[config.mk]
export PLATFORM = sky130hd
export DESIGN_NAME = spi_flash_responder_flat
export DESIGN_NICKNAME = d
export VERILOG_FILES = /design/src/rtl/spi_flash_responder_if.sv /design/src/rtl/spi_flash_responder.sv /design/src/flat_wrapper.sv
export SDC_FILE = /design/constraint.sdc
export NUM_CORES = 1
export LEC_CHECK = 0
export ABC_AREA = 0
export CAP_MARGIN = 30
export CORE_ASPECT_RATIO = 0.7
export CORE_MARGIN = 10
export CORE_UTILIZATION = 61
export DETAILED_ROUTE_END_ITERATION = 8
export MAX_ROUTING_LAYER = met4
export PLACE_DENSITY = 0.85
export SLEW_MARGIN = 25
export SYNTH_ARGS = -nofsm -noshare
export SYNTH_HDL_FRONTEND = slang
export SYNTH_SLANG_ARGS = --single-unit
[constraint.sdc]
create_clock -name clk -period 5.5 [get_ports clk]
set_input_delay 1.1 -clock clk [delete_from_list [all_inputs] [get_ports clk]]
set_output_delay 1.1 -clock clk [all_outputs]
set_load 0.005 [all_outputs]
[src/rtl/spi_flash_responder_if.sv]
// SPI link between a flash master and the spi_flash_responder device end.
interface spi_flash_responder_if;
    logic SCK;
    logic CSX;
    logic SDI;
    logic SDO;

    modport master (output SCK, output CSX, output SDI, input SDO);
    modport slave  (input SCK, input CSX, input SDI, output SDO);
endinterface

[src/rtl/spi_flash_responder.sv]
// SPI mode-0 slave emulating the read side of a W25Q16BV flash (READ, JEDEC ID,
// READ STATUS); read data comes from an external byte-wide memory port.
module spi_flash_responder #(
    parameter int unsigned ADDR_W   = 21,
    parameter logic [23:0] JEDEC_ID = 24'hEF4015,
    parameter logic [7:0]  STATUS   = 8'h00
) (
    input  logic              clk,
    input  logic              rst_n,
    spi_flash_responder_if.slave spi,
    output logic [ADDR_W-1:0] mem_addr,
    output logic              mem_rd,
    input  logic [7:0]        mem_data,
    output logic              active,
    output logic [7:0]        cmd
);
    typedef enum logic [2:0] {IDLE, CMD, ADDR, DATA, ID, STAT, IGNORE} state_t;

    state_t            state;
    logic [1:0]        sck_sync, csx_sync, sdi_sync;
    logic              sck_prev;
    logic              armed;
    logic [2:0]        bit_cnt;
    logic [1:0]        addr_bytes;
    logic [1:0]        id_idx;
    logic [6:0]        shift_in;
    logic [ADDR_W-2:0] addr_sr;
    logic [7:0]        shift_out;
    logic              sdo;

    logic              sck_rise, sck_fall, byte_done, presenting;
    logic [7:0]        cmd_next, out_byte;
    logic [ADDR_W-1:0] addr_next;

    assign spi.SDO = sdo;

    always_comb begin
        sck_rise   = sck_sync[1] & ~sck_prev;
        sck_fall   = ~sck_sync[1] & sck_prev;
        byte_done  = sck_rise && (bit_cnt == 3'd7);
        cmd_next   = {shift_in, sdi_sync[1]};
        addr_next  = {addr_sr, sdi_sync[1]};
        presenting = (state == DATA) || (state == ID) || (state == STAT);
        out_byte   = (state == DATA) ? mem_data : shift_out;
    end

    // CSX synchroniser resets to 0 so a CSX held low through reset never looks
    // like a fresh select; the block must see CSX high before it arms.
    always_ff @(posedge clk or negedge rst_n) begin
        if (!rst_n) begin
            sck_sync <= '0;
            csx_sync <= '0;
            sdi_sync <= '0;
            sck_prev <= 1'b0;
        end else begin
            sck_sync <= {sck_sync[0], spi.SCK};
            csx_sync <= {csx_sync[0], spi.CSX};
            sdi_sync <= {sdi_sync[0], spi.SDI};
            sck_prev <= sck_sync[1];
        end
    end

    always_ff @(posedge clk or negedge rst_n) begin
        if (!rst_n) begin
            state      <= IDLE;
            armed      <= 1'b0;
            bit_cnt    <= '0;
            addr_bytes <= '0;
            id_idx     <= '0;
            shift_in   <= '0;
            addr_sr    <= '0;
            shift_out  <= '0;
            sdo        <= 1'b0;
            mem_addr   <= '0;
            mem_rd     <= 1'b0;
            active     <= 1'b0;
            cmd        <= '0;
        end else begin
            mem_rd <= 1'b0;
            active <= ~csx_sync[1];
            if (csx_sync[1]) begin
                state    <= IDLE;
                armed    <= 1'b1;
                bit_cnt  <= '0;
                shift_in <= '0;
                sdo      <= 1'b0;
            end else begin
                if (sck_rise && state != IDLE)
                    bit_cnt <= bit_cnt + 3'd1;
                // At a byte boundary the fall presents the freshly loaded byte
                // instead of shifting, so bytes run back to back.
                if (sck_fall && state != IDLE) begin
                    if (bit_cnt == 3'd0) begin
                        shift_out <= out_byte;
                        sdo       <= presenting & out_byte[7];
                    end else begin
                        shift_out <= {shift_out[6:0], 1'b0};
                        sdo       <= presenting & shift_out[6];
                    end
                end
                case (state)
                    IDLE: begin
                        if (armed) begin
                            state   <= CMD;
                            bit_cnt <= '0;
                        end
                    end
                    CMD: begin
                        if (sck_rise) begin
                            shift_in <= cmd_next[6:0];
                            if (bit_cnt == 3'd7) begin
                                cmd <= cmd_next;
                                case (cmd_next)
                                    8'h03: begin
                                        state      <= ADDR;
                                        addr_bytes <= '0;
                                    end
                                    8'h9F: begin
                                        state     <= ID;
                                        shift_out <= JEDEC_ID[23:16];
                                        id_idx    <= 2'd1;
                                    end
                                    8'h05: begin
                                        state     <= STAT;
                                        shift_out <= STATUS;
                                    end
                                    default: state <= IGNORE;
                                endcase
                            end
                        end
                    end
                    ADDR: begin
                        if (sck_rise) begin
                            addr_sr <= addr_next[ADDR_W-2:0];
                            if (bit_cnt == 3'd7) begin
                                if (addr_bytes == 2'd2) begin
                                    mem_addr <= addr_next;
                                    mem_rd   <= 1'b1;
                                    state    <= DATA;
                                end else begin
                                    addr_bytes <= addr_bytes + 2'd1;
                                end
                            end
                        end
                    end
                    DATA: begin
                        if (byte_done) begin
                            mem_addr <= mem_addr + ADDR_W'(1);
                            mem_rd   <= 1'b1;
                        end
                    end
                    ID: begin
                        if (byte_done) begin
                            case (id_idx)
                                2'd1: begin
                                    shift_out <= JEDEC_ID[15:8];
                                    id_idx    <= 2'd2;
                                end
                                2'd2: begin
                                    shift_out <= JEDEC_ID[7:0];
                                    id_idx    <= 2'd3;
                                end
                                default: shift_out <= 8'h00;
                            endcase
                        end
                    end
                    STAT: begin
                        if (byte_done)
                            shift_out <= STATUS;
                    end
                    IGNORE: ;
                    default: state <= IDLE;
                endcase
            end
        end
    end
endmodule

[src/flat_wrapper.sv]
// flat-port wrapper written by rule: the top's interface ports become plain ports
module spi_flash_responder_flat 
#(
    parameter int unsigned ADDR_W   = 21,
    parameter logic [23:0] JEDEC_ID = 24'hEF4015,
    parameter logic [7:0]  STATUS   = 8'h00
)
  (clk, rst_n, mem_addr, mem_rd, mem_data, active, cmd, spi_SCK, spi_CSX, spi_SDI, spi_SDO);
  spi_flash_responder_if spi_i ();
  input  logic clk;
  input  logic rst_n;
  output logic [ADDR_W-1:0] mem_addr;
  output logic mem_rd;
  input  logic [7:0] mem_data;
  output logic active;
  output logic [7:0] cmd;
  input wire logic [$bits(spi_i.SCK)-1:0] spi_SCK;
  input wire logic [$bits(spi_i.CSX)-1:0] spi_CSX;
  input wire logic [$bits(spi_i.SDI)-1:0] spi_SDI;
  output wire logic [$bits(spi_i.SDO)-1:0] spi_SDO;
  assign spi_i.SCK = spi_SCK;
  assign spi_i.CSX = spi_CSX;
  assign spi_i.SDI = spi_SDI;
  assign spi_SDO = spi_i.SDO;
  spi_flash_responder #(.ADDR_W(ADDR_W), .JEDEC_ID(JEDEC_ID), .STATUS(STATUS)) u_core (.clk(clk), .rst_n(rst_n), .spi(spi_i), .mem_addr(mem_addr), .mem_rd(mem_rd), .mem_data(mem_data), .active(active), .cmd(cmd));
endmodule
==> flow_summary.toml <==
[global_route]
grt.total_usage_pct = 19.2
grt_max_degree = 55
grt-ovfl-total = 0
antenna_found_initial = 0
grt_first_pass_wirelength_um = 16700
first_global_vias = 3216

[worst_setup_path]
critPathMaxFanout = 29
required_ns = 5.74
crit_arrival_ns = 2.84
cp-start-kind = "register"
end_kind = "register"
r2r_start = "u_core.bit_cnt[0]"
crit_type = "register to register"
reg2reg_depth = 8
crit_start = "u_core.bit_cnt[0]"

[finish]
fin_nets = 461
final_common_cell = "dfrtp_1"
n_antenna_cell = 0
syn_to_final_growth_pct = 15.5
final_core_util_pct = 73.3
drive_gt1_share_pct = 14.3
most-common-layout-cells = "85 x dfrtp_1, 43 x clkdlybuf4s50_1, 37 x a21oi_1"

[yosys]
syn-num-nets = 428
synthFlopType = "dfrtp_1"
syn_inst = 408
synth_seq_area_share_pct = 48.9
synth_seq_cells = 85
synth.avg_cell_area_um2 = 10.7
synth_edf_count = 0
ys_types = 59
yosys_warnings = 0
syn_area_um2 = 4350
async_flop_share_pct = 100

[clock_tree]
hold_buffers = 0
cts-root-buf = "clkbuf_8"
cts.clk_slew.worst_paths_ns = 0.08
numCtsBuffers = 9
cts_max_level = 3
cts_resized = 0
clkLatencyLatePin_ns = 0.37
clkSinkCount = 85
clockBufferDepth = 2
post_cts_buffers = 0
cts_tree = "yes"

[power_and_ir_drop]
finalPower_w = 0.00118
p_per_area_nw_per_um2 = 236
total_leakage_power_nw = 2.23
ir_worst_vdd_mv = 0.228

[drt]
wirelength_um = 9980
post-route-drc-count = 0
dr_total_vias = 3357
vias_per_cell = 6.22
dr.pass1.iters = 5
final_antenna_net_count = 0
drt-initial-drc-count = 366
routedWlPerCell_um = 18.5

[timing]
setup_viol = 0
period_minus_slack_ns = 2.60
worst_clock_skew_ns = 0.00625
fmaxAchievable_mhz = 385
final.setup.tns_ns = 0
max_slew_margin_pct = 44.0
finalCritPeriodShare_pct = 47.2
tightest_slew_ns = 0.837
rsz0062_at_grt = "no"
finalHoldViolations = 0
final_max_slew_viol_count = 0

[die]
rows = 25
num_io_pins = 45
die_y_um = 90.6
core_region_area_um2 = 6850
fp.dieArea_um2 = 11000
die_w_um = 121
start_util_pct = 63.5

[worst_hold_path]
hold_depth = 0
min-delay-start = "u_core.sdi_sync[0]"
hold_path.class = "register to register"

[place]
post-dp-hpwl_um = 6850
gp_congestion = 0.894
port_buffers = 44

[run_status]
status = "finished, final reports clean"

[flow_run]
drv_cap = 0
-- cell families (layout without fill, tap and decap cells) --
group	after synthesis	after routing	synth area share [%]
AOI/OAI and AO/OA	117	117	17.0
buffers and inverters	38	76	4.43
muxes	38	38	11.3
DFF	85	85	48.9
and+or+nand+nor	123	123	16.4
adders and majority gates	7	7	2.01
-- through the flow --
| step | hold slack [ns] | instance area (um2) | setup slack, ns | cells |
|---|---|---|---|---|
| floorplan | 0.331 | 4350 | 3.60 | 408 |
| global placement | 0.332 | 4770 | 2.88 | 522 |
| detailed placement | 0.337 | 4790 | 2.75 | 523 |
| CTS | 0.356 | 5010 | 2.72 | 539 |
| global route | 0.362 | 5020 | 2.71 | 540 |
| finish | 0.354 | 5020 | 2.90 | 540 |
-- layer usage --
layer,vias to the layer above,track usage [%],part of all wire (%)
met5,-,-,0
met4,0,4.11,0.70
met2,136,26.8,45
li1,1564,-,-
met3,10,5.93,6.6
met1,1647,26.7,47
-- cell type report --
class	instances	area (um2)
clock buffer	10	128
clock inverter	6	86.3
fill	457	1830
inverter	13	48.8
multi-input combinational	285	2030
sequential	85	2130
tap	94	118
timing repair buffer	47	488
-- final timing paths --
kind / end / slack (ns)
max: u_core.mem_addr[12] / 2.90
min: u_core.sdi_sync[1] / 0.35
max reg2reg: u_core.mem_addr[12] / 2.90
min reg2reg: u_core.sdi_sync[1] / 0.35
max in group asynchronous: u_core.shift_in[1] / 4.23
min in group asynchronous: u_core.addr_sr[15] / 0.67
-- power by group --
| group | leakage (nW) | switching (W) | total, W | internal (W) |
|---|---|---|---|---|
| clock | 0.107 | 0.000226 | 0.000482 | 0.000256 |
| combinational | 0.973 | 0.0000310 | 0.0000551 | 0.0000242 |
| sequential | 1.15 | 0.0000129 | 0.000648 | 0.000635 |
-- registers in the layout, indices dropped and copies added (netlist names), 3 cells and up --
name              flops
u_core.cmd            8
u_core.shift_out      8
u_core.state          3
u_core.addr_sr       20
u_core.mem_addr      21
u_core.shift_in       7
u_core.bit_cnt        3
-- critical path: stages (launching register included) --
cell and delay (ns):
dfrtp_1 0.39, ha_1 0.17, ha_1 0.24, nand4bb_4 0.18
or3_1 0.65, inv_2 0.50, o21ai_1 0.16, nand2_1 0.11
o21ai_1 0.06
-- cells in the mapped netlist (3+ instances only) --
library cell | n | area, um2
buf_6 | 4 | 45.0
inv_1 | 12 | 45.0
o21ai_0 | 17 | 85.1
nand2b_1 | 6 | 37.5
a22oi_1 | 5 | 37.5
mux2i_1 | 9 | 90.1
buf_2 | 7 | 35.0
a2bb2oi_1 | 7 | 61.3
a211oi_1 | 5 | 37.5
nor2b_1 | 3 | 18.8
ha_1 | 7 | 87.6
o21ai_1 | 7 | 35.0
buf_4 | 3 | 22.5
nor2_1 | 28 | 105
dfrtp_1 | 85 | 2130
nand3b_1 | 3 | 22.5
nand4_1 | 5 | 31.3
clkbuf_1 | 11 | 41.3
or3_1 | 5 | 31.3
a31oi_1 | 6 | 37.5
nand2_1 | 28 | 105
mux2_4 | 20 | 300
nor3_1 | 7 | 35.0
o22a_1 | 3 | 26.3
mux2_2 | 8 | 90.1
a21oi_1 | 37 | 185
o22ai_1 | 9 | 56.3
nand3_1 | 14 | 70.1
o31ai_1 | 3 | 22.5
or2_2 | 3 | 18.8
Power figures use the tool's default switching activity.
